`config.mk`:
```
export PLATFORM = sky130hd
export DESIGN_NAME = alu_bitserial
export DESIGN_NICKNAME = d
export VERILOG_FILES = /design/src/rtl/alu_pkg.sv /design/src/rtl/alu_bit_slice.sv /design/src/rtl/alu_bitserial.sv
export SDC_FILE = /design/constraint.sdc
export NUM_CORES = 1
export LEC_CHECK = 0
export ABC_AREA = 0
export CORE_MARGIN = 2
export CORE_UTILIZATION = 55
export CTS_CLUSTER_DIAMETER = 60
export DETAILED_ROUTE_END_ITERATION = 8
export PLACE_DENSITY = 0.91
export SLEW_MARGIN = 15
export SYNTH_ARGS = -nofsm -noshare
export SYNTH_HDL_FRONTEND = slang
export SYNTH_HIERARCHICAL = 1
export SYNTH_SLANG_ARGS = --single-unit
```
`constraint.sdc`:
```
create_clock -name clk -period 4.6 [get_ports clk]
set_input_delay 0.46 -clock clk [delete_from_list [all_inputs] [get_ports clk]]
set_output_delay 0.46 -clock clk [all_outputs]
set_load 0.05 [all_outputs]
```
`src/rtl/alu_pkg.sv`:
```
// Shared types for the bit-serial ALU: opcodes, slice mux selects, sequencer states
// and the opcode-to-slice-control decode.
package alu_pkg;

    typedef enum logic [2:0] {
        OP_ADD  = 3'd0,
        OP_SUB  = 3'd1,
        OP_XOR  = 3'd2,
        OP_SLT  = 3'd3,
        OP_AND  = 3'd4,
        OP_NAND = 3'd5,
        OP_NOR  = 3'd6,
        OP_OR   = 3'd7
    } alu_op_t;

    localparam logic [2:0] SEL_SUM  = 3'd0;
    localparam logic [2:0] SEL_XOR  = 3'd2;
    localparam logic [2:0] SEL_NOR  = 3'd4;
    localparam logic [2:0] SEL_NAND = 3'd5;

    typedef enum logic [1:0] {
        IDLE = 2'd0,
        RUN  = 2'd1,
        DONE = 2'd2
    } serial_state_t;

    typedef struct packed {
        logic [2:0] sel;
        logic       invta;
        logic       invtb;
        logic       cin0;
    } slice_ctrl_t;

    // AND/OR reuse the NOR/NAND gates through De Morgan with both inputs inverted.
    function automatic slice_ctrl_t decode_op(input alu_op_t op);
        slice_ctrl_t c;
        c = '{sel: SEL_SUM, invta: 1'b0, invtb: 1'b0, cin0: 1'b0};
        case (op)
            OP_ADD:  c = '{sel: SEL_SUM,  invta: 1'b0, invtb: 1'b0, cin0: 1'b0};
            OP_SUB,
            OP_SLT:  c = '{sel: SEL_SUM,  invta: 1'b0, invtb: 1'b1, cin0: 1'b1};
            OP_XOR:  c = '{sel: SEL_XOR,  invta: 1'b0, invtb: 1'b0, cin0: 1'b0};
            OP_NAND: c = '{sel: SEL_NAND, invta: 1'b0, invtb: 1'b0, cin0: 1'b0};
            OP_NOR:  c = '{sel: SEL_NOR,  invta: 1'b0, invtb: 1'b0, cin0: 1'b0};
            OP_AND:  c = '{sel: SEL_NOR,  invta: 1'b1, invtb: 1'b1, cin0: 1'b0};
            OP_OR:   c = '{sel: SEL_NAND, invta: 1'b1, invtb: 1'b1, cin0: 1'b0};
            default: c = '{sel: SEL_SUM,  invta: 1'b0, invtb: 1'b0, cin0: 1'b0};
        endcase
        return c;
    endfunction

endpackage

```
`src/rtl/alu_bit_slice.sv`:
```
// Combinational 1-bit ALU slice: optional input inversion, full adder, xor/nand/nor
// and a select mux; overflow is this bit's carry-in XOR carry-out.
module alu_bit_slice
    import alu_pkg::*;
(
    input  logic       i_a,
    input  logic       i_b,
    input  logic       i_cin,
    input  logic       i_invta,
    input  logic       i_invtb,
    input  logic [2:0] i_sel,
    output logic       o_result,
    output logic       o_cout,
    output logic       o_overflow
);

    logic w_a;
    logic w_b;
    logic w_sum;

    assign w_a        = i_a ^ i_invta;
    assign w_b        = i_b ^ i_invtb;
    assign w_sum      = w_a ^ w_b ^ i_cin;
    assign o_cout     = (w_a & w_b) | (i_cin & (w_a ^ w_b));
    assign o_overflow = i_cin ^ o_cout;

    always_comb begin
        o_result = 1'b0;
        case (i_sel)
            SEL_SUM:  o_result = w_sum;
            SEL_XOR:  o_result = w_a ^ w_b;
            SEL_NOR:  o_result = ~(w_a | w_b);
            SEL_NAND: o_result = ~(w_a & w_b);
            default:  o_result = 1'b0;
        endcase
    end

endmodule

```
`src/rtl/alu_bitserial.sv`:
```
// Bit-serial ALU sequencer: accepts a request, walks one slice across the word LSB
// first with the carry fed back, then presents result and flags until consumed.
//
//   state | meaning
//   IDLE  | start_ready high, waiting for a request
//   RUN   | one operand bit per cycle through the slice
//   DONE  | done_valid high, outputs held until done_ready
module alu_bitserial
    import alu_pkg::*;
#(
    parameter int WIDTH = 32
) (
    input  logic             clk,
    input  logic             reset,
    input  logic             start_valid,
    output logic             start_ready,
    input  logic [2:0]       op,
    input  logic [WIDTH-1:0] a,
    input  logic [WIDTH-1:0] b,
    output logic             done_valid,
    input  logic             done_ready,
    output logic [WIDTH-1:0] result,
    output logic             carryout,
    output logic             overflow,
    output logic             zero
);

    localparam int               CNT_W = $clog2(WIDTH);
    localparam logic [CNT_W-1:0] LAST  = CNT_W'(WIDTH - 1);

    serial_state_t    r_state;
    alu_op_t          r_op;
    logic [WIDTH-1:0] r_a;
    logic [WIDTH-1:0] r_b;
    logic [CNT_W-1:0] r_cnt;
    logic             r_carry;
    logic             r_nz;
    logic             r_done_valid;
    logic [WIDTH-1:0] r_result;
    logic             r_carryout;
    logic             r_overflow;
    logic             r_zero;

    slice_ctrl_t w_ctrl;
    logic        w_bit;
    logic        w_cout;
    logic        w_ovf;
    logic        w_arith;
    logic        w_slt;

    assign w_ctrl  = decode_op(r_op);
    assign w_arith = (r_op == OP_ADD) || (r_op == OP_SUB);
    assign w_slt   = w_bit ^ w_ovf;

    alu_bit_slice u_slice (
        .i_a        (r_a[0]),
        .i_b        (r_b[0]),
        .i_cin      (r_carry),
        .i_invta    (w_ctrl.invta),
        .i_invtb    (w_ctrl.invtb),
        .i_sel      (w_ctrl.sel),
        .o_result   (w_bit),
        .o_cout     (w_cout),
        .o_overflow (w_ovf)
    );

    // Result bits shift into the top of the A register as A drains out the bottom,
    // so after WIDTH cycles r_a holds the completed word without a separate shifter.
    always_ff @(posedge clk) begin
        if (reset) begin
            r_state      <= IDLE;
            r_op         <= OP_ADD;
            r_a          <= '0;
            r_b          <= '0;
            r_cnt        <= '0;
            r_carry      <= 1'b0;
            r_nz         <= 1'b0;
            r_done_valid <= 1'b0;
            r_result     <= '0;
            r_carryout   <= 1'b0;
            r_overflow   <= 1'b0;
            r_zero       <= 1'b0;
        end else begin
            case (r_state)
                IDLE: begin
                    if (start_valid) begin
                        r_op    <= alu_op_t'(op);
                        r_a     <= a;
                        r_b     <= b;
                        r_cnt   <= '0;
                        r_nz    <= 1'b0;
                        r_carry <= decode_op(alu_op_t'(op)).cin0;
                        r_state <= RUN;
                    end
                end
                RUN: begin
                    r_a     <= {w_bit, r_a[WIDTH-1:1]};
                    r_b     <= {1'b0, r_b[WIDTH-1:1]};
                    r_carry <= w_cout;
                    r_cnt   <= r_cnt + CNT_W'(1);
                    r_nz    <= r_nz | w_bit;
                    if (r_cnt == LAST) begin
                        r_state      <= DONE;
                        r_done_valid <= 1'b1;
                        if (r_op == OP_SLT) begin
                            r_result   <= {{(WIDTH-1){1'b0}}, w_slt};
                            r_zero     <= ~w_slt;
                            r_carryout <= 1'b0;
                            r_overflow <= 1'b0;
                        end else begin
                            r_result   <= {w_bit, r_a[WIDTH-1:1]};
                            r_zero     <= ~(r_nz | w_bit);
                            r_carryout <= w_arith & w_cout;
                            r_overflow <= w_arith & w_ovf;
                        end
                    end
                end
                DONE: begin
                    if (done_ready) begin
                        r_state      <= IDLE;
                        r_done_valid <= 1'b0;
                    end
                end
                default: r_state <= IDLE;
            endcase
        end
    end

    assign start_ready = (r_state == IDLE);
    assign done_valid  = r_done_valid;
    assign result      = r_result;
    assign carryout    = r_carryout;
    assign overflow    = r_overflow;
    assign zero        = r_zero;

endmodule

```
==> key figures <==
Setup path
  • Cells traversed along the worst timing path: ha_1 -> and3_1 -> ha_1 -> nand3b_2 -> nor2_2 -> buf_4 -> a22oi_1 -> nor2_1
  • Required time of the critical path: about 5000 ps
  • Critical path endpoint category: flop
  • Slowest Stage Delay on Critical Path: around 690 ps
  • Critical-path cell with the highest stage delay: nand3b_2
  • Depth of the worst register-to-register path: 8
  • Data arrival, critical path: around 3200 ps
  • RR Startpoint: r_cnt[0]
  • Worst setup path category: flop to flop
  • Total buffers and inverters traversed by the critical path: 1
  • Slack of the worst reg-to-reg path: around 1900 ps
  • Kind of launch point of the worst setup path: flop
  • Critical Path Stages: 8
  • Reg-to-reg critical path endpoint: result[27]
  • Cell family with most CP delay: simple AND/OR/NAND/NOR gates
  • Worst-path fanout max: 36
  • Cell seen most often among critical-path stages: ha_1

Power
  • Sw Ratio: around 26%
  • Power density over the cells: between 400 and 500 nW/um^2
  • IR Drop Worst-Case VDD: 0.2318 mV
  • Leakage component of the power: around 2.5 nW
  • Power dissipated by switching net loads: a little over 0.7 mW
  • Sequential share of power: about two fifths
  • Internal Dissipation: between 2 and 2.5 mW
  • Clock network power share: 46.2%
  • Part of the power in combinational logic: approximately an eighth

GRT
  • Initial antenna violation count: 0
  • GR met1 Demand/Resource: between 30% and 40%
  • Aggregate global routing overflow: 0
  • Met3 usage in global routing: under 10%
  • Global routing met2 resource utilization: 42.54%
  • Total routing usage reported by global routing: between 20% and 30%
  • Wire length of the first global-routing pass: around 21 mm
  • Vias in the first global route: around 4500
  • GRT Max-Usage Layer: met2
  • Largest net degree at the start of global routing: 93

Clocking
  • Clock tree from TritonCTS: yes
  • Maximum buffer depth of the clock tree: 2
  • Setup bufs post-CTS: 0
  • CTS H-tree lvls: 4
  • Clk Tree Root Cell: clkbuf_8
  • Num CTS Buffers: 17
  • Sink Count: 117
  • Clock latency reported for the late side of the worst-skew pair: 510 ps
  • Number of cells upsized or downsized after cts: 0
  • Clock Pin Slew Worst Setup and Hold Paths: 50 ps
  • Cts-stage hold buffer count: 0

Min path
  • Worst hold path depth: 2
  • Startpoint of the tightest hold check path: done_valid
  • Hold Path Sink: done_valid
  • Min-Delay Path Class: flop to flop

Final layout
  • Sequential cell area: about 2300 sq um
  • Layout cells sized above 1: around 15%
  • Ant. Diodes: 0
  • Final net count: 740
  • Fillcell total: 600
  • Area of the multi-input gates: approximately 2500 sq um
  • Number of standard cells in the layout, taps in and fillers out: approximately 790
  • Area of all placed cells without fillers: between 6000 and 7000 sq um
  • Area added between synthesis and finish: 30.49%

STA
  • Relative slew slack: a little under a quarter
  • Setup clock skew after layout: approximately 11 ps
  • Max Clk Rate: about 0.37 GHz
  • Unrepaired setup endpoints after global routing: false
  • Final Cycle Share: between 50% and 60%
  • Actual slew at the worst max-slew pin: roughly 1100 ps
  • Post-layout min period: between 2000 and 3000 ps
  • Final Max Slew Viols: 0
  • Setup Total Neg Slack: 0 ps
  • Number of failing setup endpoints in the final timing report: 0
  • Hold violation count in the final report: 0

Route
  • Number of DRC markers in iteration 0: 312
  • Wire length per cell: around 16 microns
  • Drc violations: 0
  • DR pass1 iterations: 5
  • Mean number of vias per cell: between 5 and 6
  • Via count: 4550
  • Antenna Violating Nets Remaining: 0
  • Final WL: 12.84 mm

Place
  • Post-DP HPWL: approximately 7.8 mm
  • Final GP Congestion: 0.8463
  • Post-DP Area: between 6000 and 7000 sq um
  • Total instance count after detailed placement: roughly 760
  • Number of input and output port buffers inserted: approximately 110

Yosys
  • Number of distinct standard cells referenced by the synthesized netlist: 47
  • EDFF count, synth: 0
  • Cell area after synthesis: about 5100 sq um
  • Mapped Cells: 580
  • Ys async rst share: 0%
  • Ys flop type: dfxtp_1
  • Area share of the leading cell type in the synthesized netlist: 45.74%
  • Number of nets produced by synthesis: roughly 660
  • Number of warnings issued by yosys: 6
  • Sequential cell area fraction in the yosys report: 45.74%
  • Leading post-synthesis cells by cell area: dfxtp_1, nor2_1, a311oi_2, nand2_1, a22oi_1
  • Avg Inst Size Synth: slightly below 9 sq um
  • Yosys reg bits: 117
  • Top cell type by total area after synthesis: dfxtp_1

Floorplanning
  • Number of I/O pins: 108
  • Initial Util: 55.95%
  • CORE AREA: 9153 sq um
  • Die X-Extent: 100.5 microns
  • Standard-cell rows: 35
  • Y dimension of the die: about 100 microns
  • Floorplan die area: between 10000 and 15000 sq um

Status
  • Status: complete, no violations

Run
  • Max-cap check violation count: 0
==> final cells by class <==
type	count	area share (%)
multi-input combinational	411	37.46
sequential	117	35.05
timing repair buffer	111	16.44
clock buffer	21	6.722
tap	111	2.078
clock inverter	11	1.910
inverter	6	0.3370
==> worst max path at each step <==
stage / start / end / slack (ps)
after detailed placement: start_valid / r_cnt[2] / 1860
final: r_cnt[0] / result[27] / 1890
after global placement: start_valid / r_cnt[2] / 1920
after floorplan: w_ctrl[2] / zero / 2520
after global routing: r_cnt[0] / result[27] / 1710
after CTS: r_cnt[0] / result[27] / 1950
==> layout by cell type, fill, tap and decap left out, drive strengths merged, types with 2 or more instances in the layout <==
cell / count
nor2b: 4
nand3b: 2
nor2: 158
clkbuf: 21
mux2: 2
a211oi: 2
nand2: 83
o21ai: 2
or3b: 2
ha: 4
nor3b: 2
buf: 5
nand2b: 2
clkinv: 9
dfxtp: 117
xnor2: 7
a22oi: 37
o211ai: 2
inv: 6
nor4: 28
nand3: 6
a21oi: 23
nor3: 2
a311oi: 31
clkdlybuf4s50: 106
bufinv: 2
and2: 2
==> metal layers <==
metal,routed length [microns],share of wire (%),vias to the layer above
li1,-,-,2172
met1,5290,41,2163
met2,6465,50,190
met3,829,6.5,25
met4,251,2.0,0
met5,0,0,-
==> cell usage after synthesis (2+ instances only) <==
master and instances:
nor2_1 157, dfxtp_1 117, nand2_1 82, a22oi_1 37, a311oi_2 30, a21oi_1 22
nor4_2 20, clkbuf_1 19, buf_2 16, nor4_1 8, buf_6 7, xnor2_1 7
inv_1 6, nand3_1 6, buf_4 4, ha_1 4, nor2b_1 4, and2_1 2
mux2_2 2, o211ai_1 2, o21ai_0 2
==> flip-flops by register name (all words and copies together) (netlist names) <==
signal / flops
zero: 1
r_state: 2
r_b: 32
done_valid: 1
r_nz: 1
r_op: 3
carryout: 1
result: 32
r_a: 32
overflow: 1
w_ctrl: 5
r_cnt: 5
r_carry: 1
==> tightest hold or removal path, cell delays in order, from the launching register on <==
cell	delay [ps]
dfxtp_1	320
nand2_1	60
a21oi_1	50
==> metrics by stage <==
step | setup slack [ps] | hold slack (ps) | total power [mW] | utilization [%]
after floorplan | 2517 | 436.0 | 1.387 | -
after global placement | 1919 | 445.7 | 1.473 | 66.71
after detailed placement | 1864 | 453.5 | 1.491 | 66.71
after CTS | 1948 | 464.8 | 2.756 | 73.01
after global routing | 1710 | 472.9 | 2.849 | 73.01
final | 1887 | 470.6 | 2.750 | 73.01
==> power groups by stage <==
stage	registers, mW	logic [mW]	clock network [mW]
detailed placement	1.15	0.345	0
global placement	1.14	0.330	0
CTS	1.13	0.351	1.28
finish	1.13	0.351	1.27
floorplan	1.13	0.256	0
global route	1.13	0.385	1.33
==> cell families after synthesis <==
kind of cell    Yosys count  share of synthesized area [%]
xor+xnor                  8                          1.368
buf+inv                  52                          5.522
mux                       2                         0.4397
fa+ha+maj                 5                          1.368
simple gates            296                          27.51
flops                   117                          45.74
compound gates          100                          18.06
No activity file was read; power rests on OpenSTA's default activity.
